### src/rtl/sipo_frame_controller_pkg.sv
// Shared types and helpers for the SIPO frame controller and its bit counter.
package sipo_frame_controller_pkg;

  typedef enum logic [1:0] {
    IDLE    = 2'd0,
    SHIFT   = 2'd1,
    CAPTURE = 2'd2,
    HOLD    = 2'd3
  } state_t;

  function automatic int counter_width(input int data_width);
    return $clog2(data_width);
  endfunction

endpackage

### src/rtl/sipo_bit_counter.sv
// Frame bit counter: synchronous clear, increment, and terminal count at DATA_WIDTH-1.
module sipo_bit_counter
  import sipo_frame_controller_pkg::*;
#(
  parameter int DATA_WIDTH = 4
) (
  input  logic clk_i,
  input  logic rst_ni,
  input  logic clr_i,
  input  logic inc_i,
  output logic tc_o
);

  localparam int CW = counter_width(DATA_WIDTH);

  logic [CW-1:0] cnt_q, cnt_d;

  always_comb begin
    cnt_d = cnt_q;
    if (clr_i) begin
      cnt_d = '0;
    end else if (inc_i) begin
      cnt_d = cnt_q + CW'(1);
    end
  end

  always_ff @(posedge clk_i or negedge rst_ni) begin
    if (!rst_ni) begin
      cnt_q <= '0;
    end else begin
      cnt_q <= cnt_d;
    end
  end

  assign tc_o = (cnt_q == CW'(DATA_WIDTH - 1));

endmodule

### src/rtl/sipo_frame_controller.sv
// Frame sequencer for an external SIPO shift register: gates serial bits in,
// captures the parallel word after DATA_WIDTH bits and offers it on a valid/ready port.
module sipo_frame_controller
  import sipo_frame_controller_pkg::*;
#(
  parameter int DATA_WIDTH = 4
) (
  input  logic                  Clk_In,
  input  logic                  Reset_In,
  input  logic                  Start_In,
  input  logic                  Abort_In,
  input  logic                  Serial_Valid_In,
  input  logic                  Serial_Data_In,
  output logic                  Sipo_Enable_Out,
  output logic                  Sipo_Shift_Out,
  output logic                  Sipo_Serial_Data_Out,
  input  logic [DATA_WIDTH-1:0] Sipo_Parallel_Data_In,
  output logic [DATA_WIDTH-1:0] Word_Data_Out,
  output logic                  Word_Valid_Out,
  input  logic                  Word_Ready_In,
  output logic                  Busy_Out,
  output logic                  Overrun_Out,
  input  logic                  Clear_Error_In,
  output state_t                State_Dbg_Out
);

  // Word port: a word transfers on a rising edge where Word_Valid_Out and
  // Word_Ready_In are both high; once raised, valid and data stay stable until then.

  state_t                state_q, state_d;
  logic [DATA_WIDTH-1:0] word_q, word_d;
  logic                  valid_q, valid_d;
  logic                  overrun_q, overrun_d;
  logic                  cnt_clr, cnt_inc, cnt_tc;
  logic                  overrun_set;

  sipo_bit_counter #(
    .DATA_WIDTH(DATA_WIDTH)
  ) u_bit_counter (
    .clk_i (Clk_In),
    .rst_ni(Reset_In),
    .clr_i (cnt_clr),
    .inc_i (cnt_inc),
    .tc_o  (cnt_tc)
  );

  always_comb begin
    state_d = state_q;
    word_d  = word_q;
    valid_d = valid_q;
    cnt_clr = 1'b0;
    cnt_inc = 1'b0;
    case (state_q)
      IDLE: begin
        if (Start_In) begin
          state_d = SHIFT;
          cnt_clr = 1'b1;
        end
      end
      SHIFT: begin
        // Abort wins even over the final bit of the frame.
        if (Abort_In) begin
          state_d = IDLE;
          cnt_clr = 1'b1;
        end else if (Serial_Valid_In) begin
          if (cnt_tc) begin
            state_d = CAPTURE;
            cnt_clr = 1'b1;
          end else begin
            cnt_inc = 1'b1;
          end
        end
      end
      CAPTURE: begin
        word_d  = Sipo_Parallel_Data_In;
        valid_d = 1'b1;
        state_d = HOLD;
      end
      HOLD: begin
        if (Word_Ready_In) begin
          valid_d = 1'b0;
          if (Start_In) begin
            state_d = SHIFT;
            cnt_clr = 1'b1;
          end else begin
            state_d = IDLE;
          end
        end
      end
      default: state_d = IDLE;
    endcase
  end

  // A bit arriving outside SHIFT is dropped and flagged; set beats clear.
  assign overrun_set = Serial_Valid_In && (state_q != SHIFT);

  always_comb begin
    overrun_d = overrun_q;
    if (overrun_set) begin
      overrun_d = 1'b1;
    end else if (Clear_Error_In) begin
      overrun_d = 1'b0;
    end
  end

  always_ff @(posedge Clk_In or negedge Reset_In) begin
    if (!Reset_In) begin
      state_q   <= IDLE;
      word_q    <= '0;
      valid_q   <= 1'b0;
      overrun_q <= 1'b0;
    end else begin
      state_q   <= state_d;
      word_q    <= word_d;
      valid_q   <= valid_d;
      overrun_q <= overrun_d;
    end
  end

  assign Sipo_Enable_Out      = (state_q == SHIFT) || (state_q == CAPTURE);
  assign Sipo_Shift_Out       = (state_q == SHIFT) && Serial_Valid_In;
  assign Sipo_Serial_Data_Out = (state_q == SHIFT) && Serial_Data_In;
  assign Word_Data_Out        = word_q;
  assign Word_Valid_Out       = valid_q;
  assign Busy_Out             = (state_q != IDLE);
  assign Overrun_Out          = overrun_q;
  assign State_Dbg_Out        = state_q;

endmodule

### config.mk
export PLATFORM = sky130hd
export DESIGN_NAME = sipo_frame_controller
export DESIGN_NICKNAME = d
export VERILOG_FILES = /design/src/rtl/sipo_frame_controller_pkg.sv /design/src/rtl/sipo_bit_counter.sv /design/src/rtl/sipo_frame_controller.sv
export SDC_FILE = /design/constraint.sdc
export NUM_CORES = 1
export LEC_CHECK = 0
export CAP_MARGIN = 20
export CORE_UTILIZATION = 37
export DETAILED_ROUTE_END_ITERATION = 6
export GPL_TIMING_DRIVEN = 0
export PLACE_DENSITY = 0.77
export SYNTH_ARGS = -nofsm -noshare
export SYNTH_HDL_FRONTEND = slang
export SYNTH_SLANG_ARGS = --single-unit
### constraint.sdc
create_clock -name Clk_In -period 1.3 [get_ports Clk_In]
set_clock_uncertainty 0.15 [all_clocks]
set_input_delay 0.26 -clock Clk_In [delete_from_list [all_inputs] [get_ports Clk_In]]
set_output_delay 0.26 -clock Clk_In [all_outputs]
set_load 0.005 [all_outputs]
Yosys cells after proc, flatten, opt, wreduce, memory -nomap -nowiden
Cells that the tools add are included.

storage, ports and cells
  bits in registers = 10
  bits in latches = 0
  RAM bits = 0
  ROM bits = 0
  bits of input ports = 12
  output and inout port bits = 12
  logic and storage cells = 49
  memories kept = 0

cells by class
  $add $sub $neg = 1
  multiply operators = 0
  div/mod/pow operators = 0
  order comparisons = 0
  equality and inequality tests = 9
  shifts and indexed selects = 0
  multiplexer cells = 23
  bitwise gates (word level) = 0
  reductions and logical operators = 11

operator list
  operator               number
  $mux W2                7
  $mux W1                13
  $pmux W2 S4            1
  $reduce_bool A2 Y1     4
  $eq A2 B2 Y1 const B   3
  $ne A3 B3 Y1 const B   2
  $ne A2 B2 Y1 const B   2
  $reduce_and A4 Y1      1
  $logic_and A1 B1 Y1    3
  $pmux W1 S3            1
  $add A2 B1 Y2 const B  1
  $eq A2 B1 Y1 const B   1
  $logic_not A2 Y1       1
  $ne A2 B1 Y1 const B   1
  $pmux W1 S2            1
  $reduce_and A2 Y1      1
  $logic_or A1 B1 Y1     1

Longest topological paths before layout
Gate-level depths: netlist (run 1).

  word-level depth = 7
  mapped depth = 5
  gate-level depth less buffers = 5

Hierarchy
A second synthesis (run 1) with hierarchy kept.

unflattened totals
  cell total of the unflattened synthesis = 51
  area, all modules = 548.0 um2

by module, submodules not included
  module                 times used  cells an instance  area an instance (um2)  sequential area each (um2)
  sipo_frame_controller  1           44                 459.2                   200.2
  sipo_bit_counter       1           7                  88.8                    50.0

Worst setup path before layout (run 1)
No wires, ideal clock.

  path kind = flip-flop to flip-flop
  from = register (tool-made name)
  to = register (tool-made name)
  setup time = 0.079 ns
  data arrival time = 1.238 ns
  required time = 1.071 ns
  slack = -0.168 ns
  cell stages (with the launch flop) = 6
  path buffers = 0
  clock period less this slack = 1.468 ns
  cell sequence = dfrtp_1 > inv_1 > ha_1 > nand2b_1 > o2111ai_4 > mux2i_1

Worst setup path after layout (run 1)
  from = register state_q[0] (netlist: State_Dbg_Out[0])
  to = output Sipo_Shift_Out

on the way
  word-level cells in the longest chain between the ends = 2

ends and longest elaborated chain
  what                      line                          source
  start: declaration        sipo_frame_controller.sv:30   state_t state_q, state_d;
  start signal: assignment  sipo_frame_controller.sv:113  state_q <= state_d;
  $eq A2 B1 Y1              sipo_frame_controller.sv:121  assign Sipo_Shift_Out = (state_q == SHIFT) && Serial_Valid_In;
  $logic_and A1 B1 Y1       sipo_frame_controller.sv:121
  end: declaration          sipo_frame_controller.sv:15   output logic Sipo_Shift_Out,

Every way passes these cells.

==> run_results.csv, run 1 <==
group,metric,value,unit
placed_design,routabilityCongestion,0.773,
finish,num_antenna_cells,0,
global_route,grt_pass1_wl,2610,µm
global_route,grt_pass1_vias,583,
yosys,synth-edff-count,0,
die,die_area,1780,µm²
setup_path,crit_arrival,1230,ps
power,p_comb_share,69.7,%
finish,fin_util,78.5,%
detailed_routing,vias,538,
power,ir_worst_vdd,1650,µV
global_route,track_usage,20.2,%
detailed_routing,wl,1680,µm
sta,rsz0062_at_grt,"true",
power,pwr-share-clk,10.4,%
power,p_leak,0.000549,µW
setup_path,crit_type,"flip-flop to output port",
finish,final_layout_size_suffix_gt1_share,62.8,%
clocking,path_clk_slew,70,ps
setup_path,crit_path_end_kind,"output port",
placed_design,portBuffers,23,
die,die_h,42.2,µm
setup_path,crit_fanout,3,
yosys,synth.largest_area_cell,"dfrtp_1",
yosys,netlist_area,597,µm²
sta,setup_viol,16,
yosys,synth_ff_type,"dfrtp_1",
detailed_routing,drtIter0Drc,6,
clocking,clock-sinks,10,
power,seq_power_share,19.9,%
sta,period_needed,1640,ps
detailed_routing,first_pass_iters,6,
die,num_rows,14,
clocking,clk_latency,270,ps
outcome,violations,"DRC, setup timing",
sta,drv_slew,0,
global_route,grt_max_degree,11,
global_route,gr-total-overflow,0,
sta,worst_pin_slew,432,ps
clocking,cts-root-buf,"clkbuf_4",
sta,fin_ws,-342,ps
power,power.density,2280,nW/µm²
clocking,cts_tree,"built",
finish,layout.nets,113,
yosys,synth_area_leaders,"dfrtp_1 (42%), ha_1 (13%), mux2_2 (7.5%)",
placed_design,hpwl,943,µm
setup_path,start_kind,"flip-flop",
finish,n_fill_cell,92,
setup_path,cp_data_required_time,890,ps
min_path,hp-class,"primary input to asynchronous set/reset pin",
yosys,synth_seq_cells,10,
yosys,synth_cells,51,
yosys,yosysWarnings,0,
yosys,synthArstFlopShare,100,%
yosys,synth_cell_types,20,
power,p_sw_share,34.3,%
yosys,seq_area_frac_synth,41.9,%
clocking,cts-buffers-inserted,3,
die,initial_core_util,39.6,%
outcome,status,"finished, violations left",
detailed_routing,detail-route-antenna-nets,0,
detailed_routing,wl_per_cell,15.3,µm
sta,fmax,609,MHz
clocking,clockBufferDepth,2,
yosys,syn_area_per_cell,11.7,µm²
global_route,antenna_found_initial,0,
sta,finalHoldViolations,0,
yosys,yosysTopAreaCellShare,41.9,%
power,p_sw,925,µW
finish,area_growth_syn_to_layout,98.1,%
die,die_x,42.2,µm
die,core,1510,µm²
sta,hold_ws,140,ps
die,ioPinCount,24,
detailed_routing,drc,1,
yosys,syn-num-nets,69,
clocking,htreeDepth,1,
power,p_int,1780,µW
sta,slew_headroom,71.1,%
detailed_routing,vias_per_cell,4.89,
flow_run,cap_viol_max_count,0,
sta,period_share,126,%
[flip-flops by register name, indices dropped and copies added (netlist names), named ones only]
name                 cells
Overrun_Out              1
Word_Data_Out            4
Word_Valid_Out           1
u_bit_counter.cnt_q      2
State_Dbg_Out            1
[what timing repair did]
action / CTS / global route
hold buffers: 0 / 0
pin swaps: 6 / 1
buffers inserted: 14 / 3
setup endpoints to repair: 21 / 19
gates resized for setup: 66 / 14
[critical path, cell delays in order, from the launching register on]
cell and delay, ps:
dfrtp_2 430, buf_6 120, ha_4 150, and2_4 150
buf_6 100
[kinds of logic (layout without fill, tap and decap cells)]
logic type	count (synthesis)	after routing	synth area share (%)
AO/OA/AOI/OAI	11	11	16.8
XOR/XNOR	1	1	1.47
adder cells (fa/ha/maj)	6	6	12.6
buffers and inverters	8	51	5.03
flip-flops	10	10	41.9
multiplexers	6	6	10.9
AND/OR/NAND/NOR	9	9	11.3
[Yosys cell counts, types with 2 or more instances]
| cell type | number |
|---|---|
| a21oi_1 | 4 |
| dfrtp_1 | 10 |
| ha_1 | 6 |
| inv_1 | 8 |
| mux2_2 | 4 |
| mux2i_1 | 2 |
| nand2b_1 | 3 |
| o22ai_1 | 2 |
[metrics by stage]
| stage | cell area, µm² | cells | setup slack [ps] | total power (µW) | setup TNS (ps) |
|---|---|---|---|---|---|
| 2_1_floorplan | 629 | 51 | -104 | 1170 | -666 |
| 3_3_place_gp | 880 | 90 | -553 | 1630 | -3520 |
| 3_5_place_dp | 880 | 90 | -548 | 1670 | -3690 |
| 4_1_cts | 1140 | 108 | -319 | 2500 | -3120 |
| 5_1_grt | 1180 | 110 | -370 | 2840 | -3990 |
| 6_report | 1180 | 110 | -342 | 2700 | -3470 |
[layer usage]
metal	global-route usage, %	routed length, µm	up-vias
li1	-	-	260
met1	23.5	723	253
met2	33.2	823	17
met3	5.17	82	8
met4	11.9	53	0
met5	0	0	-
[power by group through the flow]
| stage | combinational [µW] | clock [µW] | sequential, µW |
|---|---|---|---|
| after CTS | 1700 | 281 | 527 |
| after floorplan | 604 | 0 | 567 |
| after global placement | 1070 | 0 | 561 |
| after global routing | 1990 | 303 | 550 |
| final | 1880 | 281 | 538 |
| after detailed placement | 1100 | 0 | 568 |
[cells in the final DEF, fill, tap and decap left out, drive strengths merged]
| master | netlist | final |
|---|---|---|
| xnor2 | 1 | 1 |
| o2111ai | 2 | 2 |
| a21oi | 4 | 4 |
| buf | 0 | 22 |
| a2bb2oi | 1 | 1 |
| a22o | 1 | 1 |
| ha | 6 | 6 |
| nand2b | 3 | 3 |
| o22ai | 2 | 2 |
| and4bb | 1 | 1 |
| dfrtp | 10 | 10 |
| inv | 8 | 8 |
| clkbuf | 0 | 7 |
| mux2i | 2 | 2 |
| or2 | 1 | 1 |
| clkdlybuf4s50 | 0 | 11 |
| mux2 | 4 | 4 |
| and2 | 3 | 3 |
| nor2 | 1 | 1 |
| clkdlybuf4s15 | 0 | 3 |
| a21o | 1 | 1 |
[final cells by class]
type / count / area, µm² / share of cell area, %
sequential: 10 / 251 / 21.3
clock buffer: 4 / 36.3 / 3.07
timing repair buffer: 39 / 374 / 31.6
multi-input combinational: 33 / 465 / 39.4
tap: 16 / 20.0 / 1.69
inverter: 8 / 35.0 / 2.96
[path summary, 6_finish.rpt]
path                                         startpoint                                 end  slack (ps)  cells past startpoint
setup reg to reg                              flip-flop  u_bit_counter.cnt_q[1]$_DFFE_PN0P_        -300                      7
max in group asynchronous                      Reset_In        State_Dbg_Out[0]$_DFFE_PN0P_         540                      1
min in group Clk_In             Overrun_Out$_DFFE_PN0P_             Overrun_Out$_DFFE_PN0P_         360                      1
hold reg to reg                 Overrun_Out$_DFFE_PN0P_             Overrun_Out$_DFFE_PN0P_         360                      1
hold / removal                                 Reset_In  u_bit_counter.cnt_q[1]$_DFFE_PN0P_         140                      1
setup / recovery           State_Dbg_Out[0]$_DFFE_PN0P_                      Sipo_Shift_Out        -340                      4
Power figures use the tool's default switching activity.
==> run 2, diff against run 1 <==
Settings changed: MAX_ROUTING_LAYER set to met4.
==> run 2 against run 1 <==
  * Sequential share of layout area is the same
  * Setup slack is essentially flat
  * The run still ends with DRC, setup timing left
  * Highest routed layer unchanged
  * Largest power group unchanged
  * Core utilization is the same
  * Global-route usage grew 0.56 points
  * Via count is the same
  * Hold slack is essentially flat
  * Maximum frequency is essentially flat
==> run_results.csv, run 2 (synthesis results as in run 1) <==
group,metric,value,unit
die,num_rows,14,
power,p_int,1780,µW
clocking,clock-sinks,10,
detailed_routing,first_pass_iters,6,
die,die_x,42.2,µm
global_route,antenna_found_initial,0,
detailed_routing,wl_per_cell,15.3,µm
power,seq_power_share,19.9,%
setup_path,crit_path_end_kind,"output port",
finish,final_layout_size_suffix_gt1_share,62.8,%
sta,finalHoldViolations,0,
global_route,grt_pass1_wl,2610,µm
clocking,clk_latency,270,ps
outcome,status,"finished, violations left",
power,ir_worst_vdd,1650,µV
clocking,cts_tree,"built",
setup_path,crit_type,"flip-flop to output port",
setup_path,slowest_stage,"dfrtp_2",
global_route,grt_max_degree,11,
power,p_sw,925,µW
outcome,violations,"DRC, setup timing",
die,die_area,1780,µm²
setup_path,cpMostUsedCell,"buf_6",
finish,fin_util,78.5,%
clocking,path_clk_slew,70,ps
global_route,gr-total-overflow,0,
clocking,htreeDepth,1,
detailed_routing,vias,538,
finish,layout_common_cells,"buf_6 (15), clkdlybuf4s50_1 (11), dfrtp_1 (9)",
sta,fin_ws,-343,ps
global_route,grt_pass1_vias,584,
setup_path,cp_data_required_time,890,ps
sta,period_share,126,%
setup_path,crit_arrival,1230,ps
detailed_routing,detail-route-antenna-nets,0,
setup_path,critPathMaxStageDelay,430,ps
global_route,track_usage,20.8,%
finish,final_common_cell,"buf_6",
sta,fmax,609,MHz
clocking,cts-buffers-inserted,3,
setup_path,worstSetupStartpoint,"State_Dbg_Out[0]$_DFFE_PN0P_",
finish,layout.nets,113,
setup_path,crit_fanout,3,
sta,drv_slew,0,
clocking,clockBufferDepth,2,
die,initial_core_util,39.6,%
finish,n_fill_cell,92,
sta,hold_ws,140,ps
placed_design,hpwl,943,µm
sta,worst_pin_slew,432,ps
power,pwr-share-clk,10.4,%
finish,area_growth_syn_to_layout,98.1,%
sta,slew_headroom,71.1,%
finish,largest_reg_flops,4,
clocking,cts-root-buf,"clkbuf_4",
sta,period_needed,1640,ps
power,p_sw_share,34.3,%
clocking,hold_buffers,0,
placed_design,portBuffers,23,
power,power.density,2280,nW/µm²
finish,num_antenna_cells,0,
setup_path,start_kind,"flip-flop",
sta,setup_viol,16,
min_path,hp-class,"primary input to asynchronous set/reset pin",
detailed_routing,wl,1680,µm
detailed_routing,vias_per_cell,4.89,
setup_path,crit_chain,"buf_6 -> ha_4 -> and2_4 -> buf_6",
power,p_leak,0.000549,µW
power,p_comb_share,69.7,%
die,core,1510,µm²
die,die_h,42.2,µm
die,ioPinCount,24,
sta,rsz0062_at_grt,"true",
placed_design,routabilityCongestion,0.783,
flow_run,cap_viol_max_count,0,
detailed_routing,drtIter0Drc,6,
detailed_routing,drc,1,
[run 2: cell counts in the layout (fill, tap and decap cells not counted)]
No cell type changed its count.
[run 2: worst paths after layout]
kind                                                 endpoint  cells past startpoint  slack [ps]
max                                            Sipo_Shift_Out                      4        -340
min                        u_bit_counter.cnt_q[1]$_DFFE_PN0P_                      1         140
max reg2reg                u_bit_counter.cnt_q[1]$_DFFE_PN0P_                      7        -300
min reg2reg                           Overrun_Out$_DFFE_PN0P_                      1         360
max in group asynchronous        State_Dbg_Out[0]$_DFFE_PN0P_                      1         540
min in group Clk_In                   Overrun_Out$_DFFE_PN0P_                      1         360
[run 2: power by group through the flow]
stage | Combinational (µW) | Sequential, µW | Clock, µW
6_report | 1880 | 538 | 281
4_1_cts | 1700 | 527 | 281
2_1_floorplan | 604 | 567 | 0
5_1_grt | 1990 | 550 | 303
3_5_place_dp | 1100 | 568 | 0
3_3_place_gp | 1070 | 561 | 0
[run 2: routing by layer]
metal  GRT usage, %  wire (µm)  vias to the layer above  part of all wire (%)
li1               -          -                      260                     -
met1           23.5        723                      253                    43
met2           33.2        823                       17                    49
met3           5.17         82                        8                   4.9
met4           11.9         53                        0                   3.2
met5              -          0                        -                     0
[run 2: what timing repair did]
item	CTS	global route
endpoints found under the setup margin	21	19
buffers inserted	14	3
endpoints found under the hold margin	0	0
pin swaps	6	1
gates resized for setup	66	14
[run 2: area by class of cell]
cell class | instances | area [µm²] | area share, %
Sequential cell | 10 | 251 | 21.3
Clock buffer | 4 | 36.3 | 3.07
Multi-Input combinational cell | 33 | 465 | 39.4
Timing Repair Buffer | 39 | 374 | 31.6
Tap cell | 16 | 20.0 | 1.69
Inverter | 8 | 35.0 | 2.96
[run 2: per-stage QoR]
step	total power, µW	instance area (µm²)	setup WS, ps	cells	TNS [ps]
finish	2700	1180	-343	110	-3470
global route	2840	1180	-370	110	-3990
CTS	2500	1140	-319	108	-3120
detailed placement	1670	880	-548	90	-3690
global placement	1630	880	-553	90	-3520
floorplan	1170	629	-104	51	-666
[run 2: critical path, delay by kind of cell, from the launching register on]
kind,cells,cell delay (ps)
flops,1,430
buf+inv,2,220
fa+ha+maj,1,150
simple gates,1,150
==> run 3, diff against run 2 <==
Settings changed: CORE_AREA set to 2 2 39 41, CORE_UTILIZATION 37 to not set, DIE_AREA set to 0 0 41 43, DONT_BUFFER_PORTS set to 1, PLACE_DENSITY 0.77 to 0.66.
==> run 3 against run 2 <==
  * The flow finishes with violations (setup timing)
  * Die area is 0.81% lower
  * Wire length is 38% lower
  * Core utilization is 23 points lower
  * Critical endpoint is now Sipo_Serial_Data_Out
  * Cell count is 28% lower
  * Maximum frequency is 6.6% higher
  * Combinational power is 57% lower
  * Clock power is 21% lower
  * First-iteration DRC count is 100% lower
  * Total power is 40% lower
  * Non-clock buffer count is 31 lower
  * Largest power group unchanged
  * Design area is 35% lower
  * Critical path type unchanged
==> run_results.csv, run 3 (synthesis results as in run 1) <==
group,metric,value,unit
global_route,gr-total-overflow,0,
finish,num_antenna_cells,0,
detailed_routing,wl_per_cell,13.1,µm
detailed_routing,detail-route-antenna-nets,0,
min_path,min_path_cells,1,
die,core,1380,µm²
min_path,hold_end,"Overrun_Out$_DFFE_PN0P_",
sta,period_share,119,%
sta,slew_headroom,70.5,%
clocking,cts-buffers-inserted,3,
finish,layout_common_cells,"dfrtp_1 (8), dlygate4sd3_1 (6), inv_1 (5)",
clocking,path_clk_slew,60,ps
sta,period_needed,1540,ps
power,p_leak,0.000345,µW
min_path,hp-class,"primary input to flip-flop",
setup_path,crit_fanout,5,
die,die_area,1760,µm²
detailed_routing,vias_per_cell,5.15,
clocking,clockBufferDepth,2,
setup_path,crit_type,"flip-flop to output port",
setup_path,worstReg2RegEnd,"State_Dbg_Out[0]$_DFFE_PN0P_",
die,die_x,41,µm
min_path,hold_path_startpoint,"Serial_Valid_In",
detailed_routing,vias,407,
finish,fin_util,55.7,%
sta,hold_ws,2.22,ps
global_route,antenna_found_initial,0,
sta,fin_tns_setup,-2340,ps
setup_path,reg2reg_depth,6,
detailed_routing,wl,1040,µm
detailed_routing,drc,0,
finish,area_growth_syn_to_layout,29.1,%
finish,final_layout_size_suffix_gt1_share,44.4,%
global_route,grt-busiest-layer,"met2",
sta,rsz0062_at_grt,"true",
finish,layout.nets,82,
power,power.density,2100,nW/µm²
sta,fmax,649,MHz
die,initial_core_util,43.1,%
placed_design,hpwl,804,µm
sta,setup_viol,13,
setup_path,reg2reg_slack,-190,ps
detailed_routing,first_pass_iters,1,
clocking,cts-root-buf,"clkbuf_4",
placed_design,routabilityCongestion,0.632,
sta,worst_pin_slew,441,ps
global_route,track_usage,15.0,%
outcome,status,"finished, violations left",
flow_run,cap_viol_max_count,0,
clocking,cts_tree,"built",
global_route,grt_use_met2,21.9,%
global_route,grt_pass1_wl,1730,µm
finish,n_fill_cell,125,
global_route,grt_pass1_vias,466,
setup_path,crit_path_end_kind,"output port",
finish,largest_reg_flops,4,
sta,finalHoldViolations,0,
global_route,met3_usage,4.19,%
die,num_rows,14,
finish,fin_area,771,µm²
clocking,htreeDepth,1,
setup_path,cp_data_required_time,890,ps
clocking,clk_latency,260,ps
die,die_h,43,µm
power,ir_worst_vdd,1060,µV
setup_path,start_kind,"flip-flop",
setup_path,crit_arrival,1130,ps
finish,final_common_cell,"dfrtp_1",
sta,drv_slew,0,
die,ioPinCount,24,
global_route,grt_max_degree,11,
outcome,violations,"setup timing",
sta,fin_ws,-241,ps
placed_design,placed_area,649,µm²
global_route,grtUsageMet1,18.2,%
placed_design,portBuffers,0,
detailed_routing,drtIter0Drc,0,
clocking,clock-sinks,10,
-- run 3: changes by cell type in the layout (fill, tap and decap cells not counted), moves of 3 or more --
cell and change:
mux2_2 +4, clkbuf_2 -3, clkdlybuf4s15_1 -3, buf_6 -15, dlygate4sd3_1 +6, mux2_4 -4
ha_4 -3, buf_4 -4, clkdlybuf4s50_1 -11
-- run 3: how the worst max path moves through the flow --
stage | endpoint | slack [ps] | depth (start not counted)
CTS | Sipo_Serial_Data_Out | -260 | 3
global route | Sipo_Shift_Out | -300 | 3
global placement | flip-flop | -190 | 5
detailed placement | flip-flop | -220 | 5
floorplan | u_bit_counter.cnt_q[1]$_DFFE_PN0P_ | -100 | 5
finish | Sipo_Serial_Data_Out | -240 | 3
-- run 3: timing repair --
item,in CTS,in global routing
endpoints found under the hold margin,15,0
pin swaps,3,1
gates cloned,0,0
gates resized for setup,5,2
endpoints found under the setup margin,13,14
buffers inserted,1,1
hold buffers,6,0
-- run 3: power breakdown --
group | total, µW | switching [µW] | internal (µW) | leakage, µW
sequential | 594 | 142 | 451 | 0.000118
combinational | 803 | 349 | 453 | 0.000212
clock | 222 | 103 | 119 | 0.0000150
-- run 3: per-stage QoR --
| step | total power [µW] | setup slack (ps) | cells |
|---|---|---|---|
| 2_1_floorplan | 1170 | -104 | 51 |
| 3_3_place_gp | 1280 | -186 | 67 |
| 3_5_place_dp | 1290 | -222 | 67 |
| 4_1_cts | 1610 | -260 | 78 |
| 5_1_grt | 1760 | -300 | 79 |
| 6_report | 1620 | -241 | 79 |
-- run 3: per-layer routing --
| layer | share of wire, % | routed length (µm) |
|---|---|---|
| met2 | 46 | 480 |
| met4 | 1.8 | 19 |
| met5 | 0 | 0 |
| met3 | 9.2 | 95 |
| met1 | 42 | 440 |
-- run 3: area by class of cell --
type	count	area, µm²	share of cell area, %
flip-flops and latches	10	253	32.8
well taps	16	20.0	2.60
inverters	8	32.5	4.22
clock buffers	4	26.3	3.41
repair buffers	8	75.1	9.74
multi-input cells	33	364	47.2
-- run 3: critical path, stage by stage (launching register included) --
cell	delay [ps]
dfrtp_2	450
inv_4	100
ha_4	170
and2_4	140
